### config.mk
export PLATFORM = sky130hd
export DESIGN_NAME = memory_operation_controller
export DESIGN_NICKNAME = d
export VERILOG_FILES = /design/src/rtl/memory_operation_controller.sv
export SDC_FILE = /design/constraint.sdc
export NUM_CORES = 1
export LEC_CHECK = 0
export BUFFER_PORTS_ARGS = -buffer_cell sky130_fd_sc_hd__buf_2
export CELL_PAD_IN_SITES_DETAIL_PLACEMENT = 1
export CELL_PAD_IN_SITES_GLOBAL_PLACEMENT = 1
export CORE_MARGIN = 10
export CORE_UTILIZATION = 44
export CTS_BUF_LIST = sky130_fd_sc_hd__clkbuf_8
export DETAILED_ROUTE_END_ITERATION = 7
export GPL_TIMING_DRIVEN = 0
export PLACE_DENSITY = 0.82
export SLEW_MARGIN = 20
export SYNTH_ARGS = -nofsm -noshare
export SYNTH_HDL_FRONTEND = slang
export SYNTH_SLANG_ARGS = --single-unit
### constraint.sdc
create_clock -name i_clk -period 4.3 [get_ports i_clk]
set_input_delay 0.43 -clock i_clk [delete_from_list [all_inputs] [get_ports i_clk]]
set_output_delay 0.43 -clock i_clk [all_outputs]
set_load 0.005 [all_outputs]
### src/rtl/memory_operation_controller.sv
// Load/store sequencer: turns one control-unit request into big-endian byte
// accesses on a byte-wide synchronous RAM and reports completion via MOC.
module memory_operation_controller #(
    parameter int ADDR_WIDTH  = 9,
    parameter int RAM_LATENCY = 1
) (
    input  logic                  i_clk,
    input  logic                  i_reset,
    input  logic                  i_memory_operation_valid,
    input  logic                  i_read_write,
    input  logic [1:0]            i_data_type,
    input  logic                  i_sign_extend,
    input  logic [ADDR_WIDTH-1:0] i_address,
    input  logic [31:0]           i_data_in,
    output logic [31:0]           o_data_out,
    output logic                  o_memory_operation_complete,
    output logic                  o_alignment_error,
    output logic                  o_ram_enable,
    output logic                  o_ram_write,
    output logic [ADDR_WIDTH-1:0] o_ram_address,
    output logic [7:0]            o_ram_data_out,
    input  logic [7:0]            i_ram_data_in
);
    localparam int CW = (RAM_LATENCY > 1) ? $clog2(RAM_LATENCY) : 1;

    typedef enum logic [1:0] {ST_IDLE, ST_ACCESS, ST_WAIT, ST_DONE} state_t;

    state_t                r_state;
    logic [1:0]            r_k;
    logic [CW-1:0]         r_wait_cnt;
    logic                  r_read_write;
    logic [1:0]            r_data_type;
    logic                  r_sign_extend;
    logic [ADDR_WIDTH-1:0] r_address;
    logic [31:0]           r_data;
    logic                  r_error;
    logic [31:0]           r_asm;
    logic [31:0]           r_data_out;
    logic                  r_moc;
    logic                  r_alignment_error;
    logic                  r_ram_enable;
    logic                  r_ram_write;
    logic [ADDR_WIDTH-1:0] r_ram_address;
    logic [7:0]            r_ram_data_out;

    state_t                w_state_next;
    logic [1:0]            w_k_next;
    logic [CW-1:0]         w_wait_next;
    logic                  w_read_write_next;
    logic [1:0]            w_data_type_next;
    logic                  w_sign_extend_next;
    logic [ADDR_WIDTH-1:0] w_address_next;
    logic [31:0]           w_data_next;
    logic                  w_error_next;
    logic [31:0]           w_asm_next;
    logic                  w_misaligned;
    logic [1:0]            w_load_lane;
    logic [1:0]            w_store_lane;
    logic                  w_load_finish;

    function automatic logic [2:0] f_nbytes(input logic [1:0] dt);
        case (dt)
            2'b00:   f_nbytes = 3'd1;
            2'b01:   f_nbytes = 3'd2;
            default: f_nbytes = 3'd4;
        endcase
    endfunction

    function automatic logic [31:0] f_extend(input logic [31:0] v, input logic [1:0] dt, input logic sx);
        case (dt)
            2'b00:   f_extend = {{24{sx & v[7]}}, v[7:0]};
            2'b01:   f_extend = {{16{sx & v[15]}}, v[15:0]};
            default: f_extend = v;
        endcase
    endfunction

    assign w_misaligned = (i_data_type == 2'b11)
                        || (i_data_type == 2'b01 && i_address[0])
                        || (i_data_type == 2'b10 && i_address[1:0] != 2'b00);

    // Lane of the byte handled at step k: the MSB goes first (big-endian).
    assign w_load_lane  = 2'(f_nbytes(r_data_type) - 3'd1) - r_k;
    assign w_store_lane = 2'(f_nbytes(w_data_type_next) - 3'd1) - w_k_next;

    always_comb begin
        w_state_next       = r_state;
        w_k_next           = r_k;
        w_wait_next        = r_wait_cnt;
        w_read_write_next  = r_read_write;
        w_data_type_next   = r_data_type;
        w_sign_extend_next = r_sign_extend;
        w_address_next     = r_address;
        w_data_next        = r_data;
        w_error_next       = r_error;
        w_asm_next         = r_asm;
        w_load_finish      = 1'b0;
        case (r_state)
            ST_IDLE: begin
                if (i_memory_operation_valid) begin
                    w_read_write_next  = i_read_write;
                    w_data_type_next   = i_data_type;
                    w_sign_extend_next = i_sign_extend;
                    w_address_next     = i_address;
                    w_data_next        = i_data_in;
                    w_error_next       = w_misaligned;
                    w_k_next           = 2'd0;
                    w_asm_next         = 32'd0;
                    w_state_next       = w_misaligned ? ST_DONE : ST_ACCESS;
                end
            end
            ST_ACCESS: begin
                w_wait_next  = '0;
                w_state_next = ST_WAIT;
            end
            ST_WAIT: begin
                if (r_wait_cnt == CW'(RAM_LATENCY - 1)) begin
                    if (r_read_write) begin
                        w_asm_next[{w_load_lane, 3'b000} +: 8] = i_ram_data_in;
                    end
                    w_k_next = r_k + 2'd1;
                    if ((3'(r_k) + 3'd1) < f_nbytes(r_data_type)) begin
                        w_state_next = ST_ACCESS;
                    end else begin
                        w_state_next  = ST_DONE;
                        w_load_finish = r_read_write;
                    end
                end else begin
                    w_wait_next = r_wait_cnt + CW'(1);
                end
            end
            ST_DONE: begin
                if (!i_memory_operation_valid) begin
                    w_state_next = ST_IDLE;
                end
            end
            default: w_state_next = ST_IDLE;
        endcase
    end

    // Outputs are registered from next-state values so they line up with the state.
    always_ff @(posedge i_clk) begin
        if (i_reset) begin
            r_state           <= ST_IDLE;
            r_k               <= 2'd0;
            r_wait_cnt        <= '0;
            r_read_write      <= 1'b0;
            r_data_type       <= 2'b00;
            r_sign_extend     <= 1'b0;
            r_address         <= '0;
            r_data            <= 32'd0;
            r_error           <= 1'b0;
            r_asm             <= 32'd0;
            r_data_out        <= 32'd0;
            r_moc             <= 1'b0;
            r_alignment_error <= 1'b0;
            r_ram_enable      <= 1'b0;
            r_ram_write       <= 1'b0;
            r_ram_address     <= '0;
            r_ram_data_out    <= 8'd0;
        end else begin
            r_state           <= w_state_next;
            r_k               <= w_k_next;
            r_wait_cnt        <= w_wait_next;
            r_read_write      <= w_read_write_next;
            r_data_type       <= w_data_type_next;
            r_sign_extend     <= w_sign_extend_next;
            r_address         <= w_address_next;
            r_data            <= w_data_next;
            r_error           <= w_error_next;
            r_asm             <= w_asm_next;
            r_moc             <= (w_state_next == ST_DONE);
            r_alignment_error <= (w_state_next == ST_DONE) && w_error_next;
            r_ram_enable      <= (w_state_next == ST_ACCESS);
            r_ram_write       <= (w_state_next == ST_ACCESS) && !w_read_write_next;
            if (w_state_next == ST_ACCESS) begin
                r_ram_address  <= w_address_next + ADDR_WIDTH'(w_k_next);
                r_ram_data_out <= w_data_next[{w_store_lane, 3'b000} +: 8];
            end
            if (w_load_finish) begin
                r_data_out <= f_extend(w_asm_next, r_data_type, r_sign_extend);
            end
        end
    end

    assign o_data_out                  = r_data_out;
    assign o_memory_operation_complete = r_moc;
    assign o_alignment_error           = r_alignment_error;
    assign o_ram_enable                = r_ram_enable;
    assign o_ram_write                 = r_ram_write;
    assign o_ram_address               = r_ram_address;
    assign o_ram_data_out              = r_ram_data_out;
endmodule

==> results by group, run 1 <==
Worst setup path
  – Worst-path cell chain: buf_6 -> nor3b_2 -> buf_6 -> buf_2 -> clkbuf_1 -> nand2_1 -> nand2_1 -> ha_1 -> inv_1 -> fa_1 -> nand3b_1 -> nor4_1 -> a41oi_1 -> xnor2_1 -> a211oi_1
  – Critical path type: flop to flop
  – CP max-delay cell: clkbuf_1
  – Delay-heaviest family, CP: buffers and inverters
  – Worst Path Buf+Inv: 5
  – Worst R2R Setup Slack: 0.65 ns
  – CP required: 4.69 ns
  – CP peak stage delay: 0.47 ns
  – Kind of end point of the critical path: flop
  – CP Data Arrival Time: 4.03 ns
  – CP max FO: 10
  – CP Launch Type: flop

GRT
  – Initial antenna violation count: 2
  – Total track usage: 20.9%
  – Largest net degree at the start of global routing: 17
  – First-pass GRT wire length: 32.7 mm
  – Vias in the first global route: 6182
  – Aggregate global routing overflow: 0

Outcome
  – Status: completed

Floorplanning
  – Die H: 139 um
  – Die Span X: 139 um
  – Core Box Area: 0.0139 sq mm
  – Site Rows: 43
  – Initial core utilization: 44.9%
  – Die area: 0.0193 sq mm
  – I/O pin count: 109

Drt
  – Drt first pass iters: 4
  – Initial DRC count: 295
  – Vias per inst: 5.56
  – Post-Route WL: 20.4 mm
  – Via count: 5637
  – Routed Antenna Nets: 0
  – DRC: 0
  – Wire per inst: 20.1 um

Power
  – Maximum VDD drop: 0.208 mV
  – P per Cell Area: 432 mW/mm^2
  – Power Total: 3.22 mW
  – Leak pwr: 3.10 nW

Place
  – HPWL after detailed placement: 14.9 mm
  – Final RePlAce weighted congestion: 0.908
  – Placed Area: 0.00699 sq mm
  – Port Buffers: 106

Synthesis
  – Register bit total from synthesis: 135
  – Post-Syn Nets: 761
  – Mapped Cells: 695
  – Top_reg_cell synth: dfxtp_1
  – Avg Inst Size Synth: 8.97 sq um
  – Yosys warns: 0
  – Post-synthesis instance area: 0.00623 sq mm
  – Asr flop ratio synth: 0%
  – Number of flops mapped to enable cells by yosys: 0
  – Seq/Total Area, Yosys: 43.3%
  – Synth cell types: 68

Min path
  – HP Class: primary input to flop

Finish
  – Area Growth Syn to Fin: 19.4%
  – Final Net Count: 886
  – Multi-input combinational cell area: 0.00318 sq mm
  – Register area: 0.00270 sq mm
  – Final instance area: 0.00745 sq mm
  – Fill count: 1709
  – Share of layout cells above drive strength 1: 23.8%
  – Fin util: 53.7%

Timing
  – Slew HR: 28.9%
  – Final worst path period need: 3.65 ns
  – Clock skew: 0.0178 ns
  – Period utilization: 84.8%
  – Max Fclk: 0.274 GHz
  – Setup repair after global routing missed its margin: no
  – Fin. Hold Viols: 0
  – Post-Route Setup TNS: 0 ns
  – Max Slew Vio Count: 0
  – Setup-failing EPs final: 0
  – Actual slew at the worst max-slew pin: 1.06 ns

CTS
  – CTS tree: yes
  – CTS HTree Levels: 4
  – Resized Gates After CTS: 0
  – Clk_lat worst skew: 0.47 ns
  – Root buf cell: clkbuf_8
  – Clock-pin slew on the worst setup and hold paths: 0.08 ns
  – Post-CTS Repair Setup Buffers: 0
  – Max clock buf depth: 2
  – Clock Sinks: 135
  – Total CTS buffers: 17
  – Hold Buf Count CTS: 0

Flow run
  – Maxcap violations: 0
[worst paths after layout]
path | startpoint | end | depth (start not counted)
worst max-delay path | r_state[0]$_SDFF_PP0_ | o_ram_address[8]$_SDFFE_PP0P_ | 15
worst min register to register | o_ram_address[5]$_SDFFE_PP0P_ | o_ram_address[5]$_SDFFE_PP0P_ | 2
worst max register to register | r_state[0]$_SDFF_PP0_ | o_ram_address[8]$_SDFFE_PP0P_ | 15
worst min-delay path | i_data_in[24] | r_data[24]$_SDFF_PP0_ | 3
[Yosys cell counts, types with 2 or more instances]
cell type | count | area share, %
buf_2 | 9 | 0.72
nor3b_1 | 3 | 0.36
o31ai_1 | 3 | 0.36
buf_1 | 2 | 0.12
nand3b_1 | 3 | 0.36
or3_1 | 4 | 0.40
mux2i_1 | 37 | 5.9
or2_2 | 2 | 0.20
a211oi_1 | 19 | 2.3
mux2_2 | 8 | 1.4
o211ai_1 | 5 | 0.60
nor2_1 | 126 | 7.6
xnor2_1 | 3 | 0.42
nor4bb_1 | 2 | 0.32
mux4_2 | 8 | 2.9
nor2b_1 | 9 | 0.90
nand2_1 | 83 | 5.0
o21ai_0 | 20 | 1.6
nor4_1 | 9 | 0.90
nor3_4 | 2 | 0.52
a21o_1 | 8 | 0.96
buf_4 | 3 | 0.36
clkbuf_1 | 24 | 1.4
xor2_1 | 4 | 0.56
inv_1 | 17 | 1.0
nand3_1 | 10 | 0.80
nand2b_1 | 3 | 0.30
and2_1 | 2 | 0.20
ha_1 | 9 | 1.8
o21bai_1 | 17 | 2.0
o21a_1 | 3 | 0.36
a311oi_2 | 4 | 0.96
buf_6 | 9 | 1.6
dfxtp_1 | 135 | 43
a311oi_1 | 4 | 0.56
a21oi_1 | 29 | 2.3
a31oi_1 | 18 | 1.8
nor3_1 | 9 | 0.72
[kinds of logic (layout without fill, tap and decap cells)]
kind of cell	after synthesis	in the layout	synth area share, %
and+or+nand+nor	278	278	20.7
AOI/OAI and AO/OA	144	144	16.3
DFF	135	135	43.3
buffers and inverters	66	204	5.60
muxes	54	54	10.5
adders and majority gates	10	10	2.13
xor gates and xnor gates	8	8	1.38
other	0	1	0
[stage by stage]
step | setup slack [ns] | hold WS [ns] | instances
final | 0.653 | 0.218 | 1014
after global routing | 0.329 | 0.216 | 1013
after CTS | 0.628 | 0.203 | 1013
after detailed placement | 0.519 | 0.447 | 981
after global placement | 0.590 | 0.440 | 981
after floorplan | 1.17 | 0.440 | 695
[state kept, by name, indices dropped and copies added, names as in the netlist, 2 cells and up]
name and count:
r_k 2, o_ram_data_out 8, r_state 2, r_data 32, r_asm 32, r_address 9, r_data_type 2, o_data_out 32
o_ram_address 9
[cell usage in the layout (no fill, tap or decap), types with 10 or more instances in the layout]
| master | count |
|---|---|
| dfxtp_1 | 135 |
| nor2_1 | 126 |
| buf_2 | 115 |
| nand2_1 | 83 |
| mux2i_1 | 37 |
| a21oi_1 | 29 |
| clkbuf_1 | 24 |
| o21ai_0 | 20 |
| a211oi_1 | 19 |
| clkbuf_8 | 19 |
| a31oi_1 | 18 |
| inv_1 | 17 |
| o21bai_1 | 17 |
| nand3_1 | 10 |
[final cells by class]
type | instances | share of cell area, %
clock buffers | 19 | 3.51
clock inverters | 13 | 2.59
repair buffers | 106 | 7.12
multi-input cells | 494 | 42.7
inverters | 18 | 0.907
flip-flops and latches | 135 | 36.3
plain buffers | 48 | 3.78
well taps | 180 | 3.02
diodes | 1 | 0.0336
[metal layers]
| layer | GRT usage [%] | wire [um] | vias to the layer above |
|---|---|---|---|
| li1 | - | - | 2673 |
| met1 | 23.3 | 8420 | 2764 |
| met2 | 36.4 | 10300 | 154 |
| met3 | 5.58 | 1080 | 44 |
| met4 | 9.06 | 518 | 2 |
| met5 | 0 | 13 | - |
[power by group]
group / switching [mW] / internal, mW / total (mW)
logic: 0.387 / 0.264 / 0.651
clock network: 0.538 / 0.670 / 1.21
registers: 0.0361 / 1.32 / 1.36
[tightest hold or removal path: stages]
cell and delay, ns:
buf_2 0.08, mux2i_1 0.07, nor2_1 0.08
Power figures use the tool's default switching activity.
==> run 2: changes to the inputs <==
- clock period: 4.3 -> 3.8 ns (I/O delays scaled with it)
==> run 2 against run 1 <==
Total power up 13%. Final cell count unchanged. Hold slack worse by 0.047 ns. Flip-flop and latch count unchanged. Critical path depth down 4. Register-to-register slack worse by 0.34 ns. First-iteration DRC count down 0.34%. Largest cell class unchanged. Sequential power up 13%.
==> results by group, run 2 (synthesis results as in run 1) <==
GRT
  – Vias in the first global route: 6182 (unchanged)
  – Initial antenna violation count: 2 (unchanged)
  – Aggregate global routing overflow: 0 (unchanged)
  – Largest net degree at the start of global routing: 17 (unchanged)
  – First-pass GRT wire length: 32.7 mm (unchanged)
  – Total track usage: 20.9% (unchanged)

Floorplanning
  – I/O pin count: 109 (unchanged)
  – Core Box Area: 0.0139 sq mm (unchanged)
  – Site Rows: 43 (unchanged)
  – Initial core utilization: 44.9% (unchanged)
  – Die area: 0.0193 sq mm (unchanged)
  – Die Span X: 139 um (unchanged)
  – Die H: 139 um (unchanged)

Timing
  – Setup repair after global routing missed its margin: no (unchanged)
  – Post-Route Setup TNS: 0 ns (unchanged)
  – Hold Worst Slack: 0.171 ns (was 0.218 ns)
  – Max Fclk: 0.287 GHz (was 0.274 GHz)
  – Actual slew at the worst max-slew pin: 1.06 ns (about the same)
  – Fin. Hold Viols: 0 (unchanged)
  – Final worst path period need: 3.48 ns (was 3.65 ns)
  – Setup-failing EPs final: 0 (unchanged)
  – Max Slew Vio Count: 0 (unchanged)
  – Clock skew: 0.0177 ns (was 0.0178 ns)
  – Slew HR: 28.8% (was 28.9%)
  – Period utilization: 91.7% (was 84.8%)
  – Final worst slack: 0.316 ns (was 0.653 ns)

CTS
  – Clock Sinks: 135 (unchanged)
  – CTS tree: yes (unchanged)
  – CTS HTree Levels: 4 (unchanged)
  – Hold Buf Count CTS: 0 (unchanged)
  – Max clock buf depth: 2 (unchanged)
  – Clock-pin slew on the worst setup and hold paths: 0.08 ns (about the same)
  – Total CTS buffers: 17 (unchanged)
  – Clk_lat worst skew: 0.47 ns (about the same)
  – Post-CTS Repair Setup Buffers: 0 (unchanged)
  – Root buf cell: clkbuf_8 (unchanged)
  – Resized Gates After CTS: 0 (unchanged)

Power
  – Maximum VDD drop: 0.235 mV (was 0.208 mV)
  – Reg power frac: 42.2% (about the same)
  – P per Cell Area: 489 mW/mm^2 (was 432 mW/mm^2)
  – Sw Share: 29.9% (about the same)
  – Combinational share of power: 20.3% (was 20.2%)
  – Clk pwr share: 37.5% (was 37.6%)
  – Total net switching power: 1.09 mW (was 962 uW)
  – Leak pwr: 3.10 nW (about the same)
  – Pint: 2.55 mW (was 2.25 mW)

Place
  – HPWL after detailed placement: 14.9 mm (unchanged)
  – Port Buffers: 106 (unchanged)
  – Placed Area: 0.00699 sq mm (unchanged)
  – Final RePlAce weighted congestion: 0.908 (unchanged)
  – Worst slack, placed: 0.0691 ns (was 0.519 ns)

Finish
  – Commonest non-fill, non-tap cell in the layout: dfxtp_1 (unchanged)
  – Area Growth Syn to Fin: 19.5% (was 19.4%)
  – Final instance area: 0.00745 sq mm (about the same)
  – Most frequent cells in the layout: 135 x dfxtp_1, 126 x nor2_1, 115 x buf_2 (unchanged)
  – Final Net Count: 886 (unchanged)
  – Share of layout cells above drive strength 1: 23.9% (was 23.8%)

Drt
  – Vias per inst: 5.55 (was 5.56)
  – Routed Antenna Nets: 0 (unchanged)
  – Drt first pass iters: 4 (unchanged)
  – Wire per inst: 20.1 um (about the same)
  – Initial DRC count: 294 (was 295)
  – DRC: 0 (unchanged)
  – Via count: 5630 (was 5637)
  – Post-Route WL: 20.4 mm (about the same)

Worst setup path
  – CP Data Arrival Time: 3.85 ns (was 4.03 ns)
  – Worst r2r src: r_state[1]$_SDFF_PP0_ (was r_state[0]$_SDFF_PP0_)
  – Critical path type: flop to flop (unchanged)
  – Reg2reg path depth: 11 (was 15)
  – CP max FO: 10 (unchanged)
  – Critical Path Source: r_state[1]$_SDFF_PP0_ (was r_state[0]$_SDFF_PP0_)
  – Worst R2R Setup Slack: 0.32 ns (was 0.65 ns)
  – Kind of end point of the critical path: flop (unchanged)
  – CP required: 4.16 ns (was 4.69 ns)
  – CP Launch Type: flop (unchanged)
  – Worst R2R End: o_ram_data_out[0]$_SDFFE_PP0P_ (was o_ram_address[8]$_SDFFE_PP0P_)

Outcome
  – Status: completed (unchanged)

Min path
  – WHS Endpoint: r_data[24]$_SDFF_PP0_ (unchanged)
  – HP Class: primary input to flop (unchanged)
  – Hold depth: 3 (unchanged)
  – HP Start: i_data_in[24] (unchanged)

Flow run
  – Maxcap violations: 0 (unchanged)
## run 2: cell counts in the layout (fill, tap and decap cells not counted)
Identical to the previous run, type by type.
## run 2: per-layer routing
metal,GRT usage [%],wire length [um]
met2,36.4,10500
met3,5.58,1030
met1,23.3,8440
met5,0,13
met4,9.06,432
## run 2: final cells by class
class	count	area (sq um)
fillers	1710	6430
multi-input cells	494	3180
flip-flops and latches	135	2700
repair buffers	106	531
plain buffers	48	283
clock buffers	19	262
well taps	180	225
clock inverters	13	193
inverters	18	67.6
diodes	1	2.50
## run 2: worst max path at each step
stage	endpoint	cells past startpoint
after floorplan	o_ram_address[8]$_SDFFE_PP0P_	15
after global placement	o_ram_address[8]$_SDFFE_PP0P_	15
after detailed placement	o_ram_address[8]$_SDFFE_PP0P_	15
after CTS	o_ram_address[8]$_SDFFE_PP0P_	15
after global routing	o_ram_address[8]$_SDFFE_PP0P_	15
final	o_ram_data_out[0]$_SDFFE_PP0P_	11
## run 2: power by group through the flow
stage          clock network, mW  logic, mW  registers, mW
5_1_grt                     1.45      0.805           1.54
3_3_place_gp                   0      0.694           1.56
2_1_floorplan                  0      0.492           1.56
6_report                    1.37      0.739           1.54
3_5_place_dp                   0      0.728           1.57
4_1_cts                     1.39      0.739           1.53
## run 2: stage by stage
step                std cells  power (mW)  utilization, %
floorplan                 695        2.05               -
global placement          981        2.26            50.4
detailed placement        981        2.29            50.4
CTS                      1013        3.66            53.6
global route             1013        3.80            53.6
finish                   1014        3.64            53.7
## run 2: critical path: stages (launching register included)
cell and delay, ns:
dfxtp_1 0.40, buf_6 0.16, or3b_1 0.11, buf_2 0.20
clkbuf_1 0.41, clkbuf_1 0.47, nand2_1 0.11, o31ai_1 0.11
ha_1 0.20, xor3_2 0.57, mux4_2 0.35, a211oi_1 0.29
==> run 3: changes to the inputs <==
- ABC_AREA: not set -> 1
- CELL_PAD_IN_SITES_DETAIL_PLACEMENT: 1 -> not set
- CELL_PAD_IN_SITES_GLOBAL_PLACEMENT: 1 -> not set
- CORE_UTILIZATION: 44 -> 58
==> run 3 against run 2 <==
Critical path depth grew 3. Design area up 1.8%. Highest routed layer unchanged. Clock skew fell by 0.0067 ns.
==> results by group, run 3 <==
Synthesis
  – Dominant cell type by area after synthesis: dfxtp_1 (unchanged)
  – Mapped Cells: 902 (was 695)
  – Synth cell types: 40 (was 68)
  – Post-synth top area share: 42.0% (was 43.3%)
  – Most common cell in the netlist: nand2_1 (was dfxtp_1)
  – Yosys warns: 0 (unchanged)
  – Register bit total from synthesis: 135 (unchanged)
  – Avg Inst Size Synth: 7.14 sq um (was 8.97 sq um)
  – Post-Syn Nets: 968 (was 761)
  – Asr flop ratio synth: 0% (unchanged)
  – Top_reg_cell synth: dfxtp_1 (unchanged)
  – Seq/Total Area, Yosys: 42.0% (was 43.3%)
  – Number of flops mapped to enable cells by yosys: 0 (unchanged)
  – Top cells by area, synth: dfxtp_1 42%, nand2_1 11%, o21ai_0 7.4% (was dfxtp_1 43%, nor2_1 7.6%, mux2i_1 5.9%)
  – Commonest cells in the netlist: 196 x nand2_1, 135 x dfxtp_1, 117 x nor2_1 (was 135 x dfxtp_1, 126 x nor2_1, 83 x nand2_1)
  – Post-synthesis instance area: 0.00644 sq mm (was 0.00623 sq mm)

Power
  – Maximum VDD drop: 0.342 mV (was 0.235 mV)
  – Leak pwr: 3.67 nW (was 3.10 nW)
  – P per Cell Area: 508 mW/mm^2 (was 489 mW/mm^2)

CTS
  – Max clock buf depth: 2 (unchanged)
  – Clock-pin slew on the worst setup and hold paths: 0.08 ns (about the same)
  – Clock Sinks: 135 (unchanged)
  – Total CTS buffers: 17 (unchanged)
  – Post-CTS Repair Setup Buffers: 0 (unchanged)
  – Resized Gates After CTS: 0 (unchanged)
  – Root buf cell: clkbuf_8 (unchanged)
  – CTS HTree Levels: 4 (unchanged)
  – CTS tree: yes (unchanged)
  – Clk_lat worst skew: 0.45 ns (was 0.47 ns)
  – Hold Buf Count CTS: 0 (unchanged)

Timing
  – Post-Route Setup TNS: 0 ns (unchanged)
  – Setup-failing EPs final: 0 (unchanged)
  – Clock skew: 0.0110 ns (was 0.0177 ns)
  – Slew HR: 59.8% (was 28.8%)
  – Max Slew Vio Count: 0 (unchanged)
  – Final worst path period need: 3.19 ns (was 3.48 ns)
  – Period utilization: 84.1% (was 91.7%)
  – Setup repair after global routing missed its margin: no (unchanged)
  – Actual slew at the worst max-slew pin: 0.604 ns (was 1.06 ns)
  – Max Fclk: 0.313 GHz (was 0.287 GHz)
  – Fin. Hold Viols: 0 (unchanged)
  – Hold Worst Slack: 0.228 ns (was 0.171 ns)

Worst setup path
  – CP Launch Type: flop (unchanged)
  – Critical path type: flop to flop (unchanged)
  – CP max FO: 10 (unchanged)
  – Worst R2R Setup Slack: 0.61 ns (was 0.32 ns)
  – Kind of end point of the critical path: flop (unchanged)
  – CP Data Arrival Time: 3.59 ns (was 3.85 ns)
  – CP required: 4.19 ns (was 4.16 ns)

Drt
  – Drt first pass iters: 5 (was 4)
  – DR WL met2: 8.69 mm (was 10.5 mm)
  – Vias per inst: 5.27 (was 5.55)
  – Routed Antenna Nets: 0 (unchanged)
  – Initial DRC count: 417 (was 294)
  – DRC: 0 (unchanged)
  – DR WL met3: 1.10 mm (was 1.03 mm)
  – Met1 wire length: 7.36 mm (was 8.44 mm)
  – Highest routed metal layer: met5 (unchanged)
  – Via count: 6219 (was 5630)
  – Wire per inst: 15.0 um (was 20.1 um)
  – Post-Route WL: 17.7 mm (was 20.4 mm)

Floorplanning
  – Core Box Area: 0.0108 sq mm (was 0.0139 sq mm)
  – Site Rows: 38 (was 43)
  – Die Span X: 125 um (was 139 um)
  – Initial core utilization: 59.4% (was 44.9%)
  – Die area: 0.0157 sq mm (was 0.0193 sq mm)
  – I/O pin count: 109 (unchanged)
  – Die H: 125 um (was 139 um)

GRT
  – Largest net degree at the start of global routing: 17 (unchanged)
  – Total track usage: 21.9% (was 20.9%)
  – Vias in the first global route: 6094 (was 6182)
  – Initial antenna violation count: 1 (was 2)
  – First-pass GRT wire length: 28.7 mm (was 32.7 mm)
  – Aggregate global routing overflow: 0 (unchanged)

Finish
  – Most frequent cells in the layout: 196 x nand2_1, 135 x dfxtp_1, 117 x nor2_1 (was 135 x dfxtp_1, 126 x nor2_1, 115 x buf_2)
  – Share of layout cells above drive strength 1: 21.0% (was 23.9%)
  – Final Net Count: 1095 (was 886)
  – Final instance area: 0.00759 sq mm (was 0.00745 sq mm)
  – Fill count: 931 (was 1710)
  – Area Growth Syn to Fin: 17.8% (was 19.5%)
  – Antenna Cells: 0 (was 1)
  – Cell Count, Final, Fillers Out: 1181 (was 1014)
  – Fin util: 70.0% (was 53.7%)
  – Commonest non-fill, non-tap cell in the layout: nand2_1 (was dfxtp_1)

Place
  – DP Cell Count: 1150 (was 981)
  – HPWL after detailed placement: 12.9 mm (was 14.9 mm)
  – Placed Area: 0.00716 sq mm (was 0.00699 sq mm)
  – Final RePlAce weighted congestion: 0.907 (was 0.908)
  – Port Buffers: 108 (was 106)

Min path
  – HP Class: primary input to flop (unchanged)

Outcome
  – Status: completed (unchanged)

Flow run
  – Maxcap violations: 0 (unchanged)
==> run 3: area by class of cell <==
cell class                      count  area [sq um]  area share, %
Buffer                             39           199           2.62
Clock buffer                       18           248           3.27
Clock inverter                     13           181           2.39
Inverter                          119           449           5.92
Multi-Input combinational cell    609          3090           40.7
Sequential cell                   135          2700           35.6
Tap cell                          140           175           2.31
Timing Repair Buffer              108           541           7.13
==> run 3: routing by layer <==
layer,track usage [%],vias up
met1,24.8,2853
met3,5.91,49
met4,10.0,2
met2,37.8,204
li1,-,3111
met5,0,-
==> run 3: logic make-up (layout without fill, tap and decap cells) <==
family | count (synthesis) | in the layout | synth area share (%)
and+or+nand+nor | 403 | 403 | 27.8
DFF | 135 | 135 | 42.0
muxes | 16 | 16 | 2.49
AOI/OAI and AO/OA | 176 | 176 | 15.1
xor gates and xnor gates | 4 | 4 | 0.544
adders and majority gates | 10 | 10 | 2.06
buffers and inverters | 158 | 297 | 10.1
==> run 3: worst paths after layout <==
check | from | to | depth (start not counted)
worst max-delay path | r_state[0]$_SDFF_PP0_ | o_ram_data_out[3]$_SDFFE_PP0P_ | 14
worst min-delay path | i_data_in[17] | r_data[17]$_SDFF_PP0_ | 3
worst max register to register | r_state[0]$_SDFF_PP0_ | o_ram_data_out[3]$_SDFFE_PP0P_ | 14
worst min register to register | r_sign_extend$_SDFFE_PP0P_ | r_sign_extend$_SDFFE_PP0P_ | 2
==> run 3: power by group <==
| part | switching (mW) | total [mW] | internal, mW |
|---|---|---|---|
| clock network | 0.562 | 1.29 | 0.726 |
| registers | 0.0523 | 1.59 | 1.54 |
| logic | 0.628 | 0.976 | 0.348 |
==> run 3: critical path: stages, from the launching register on <==
cell	delay, ns
dfxtp_1	0.34
inv_2	0.06
nand2_2	0.12
nand2_1	0.09
inv_2	0.15
clkbuf_1	0.44
a21oi_1	0.23
ha_1	0.33
buf_1	0.47
inv_2	0.28
mux2i_1	0.25
nand3_1	0.15
nand3_1	0.12
nand2_1	0.05
inv_1	0.04
==> run 3: metrics by stage <==
step	setup WS [ns]	power (mW)
final	0.606	3.85
after global routing	0.406	4.04
after CTS	0.716	3.85
after detailed placement	0.697	2.57
after global placement	0.725	2.55
after floorplan	1.41	2.28
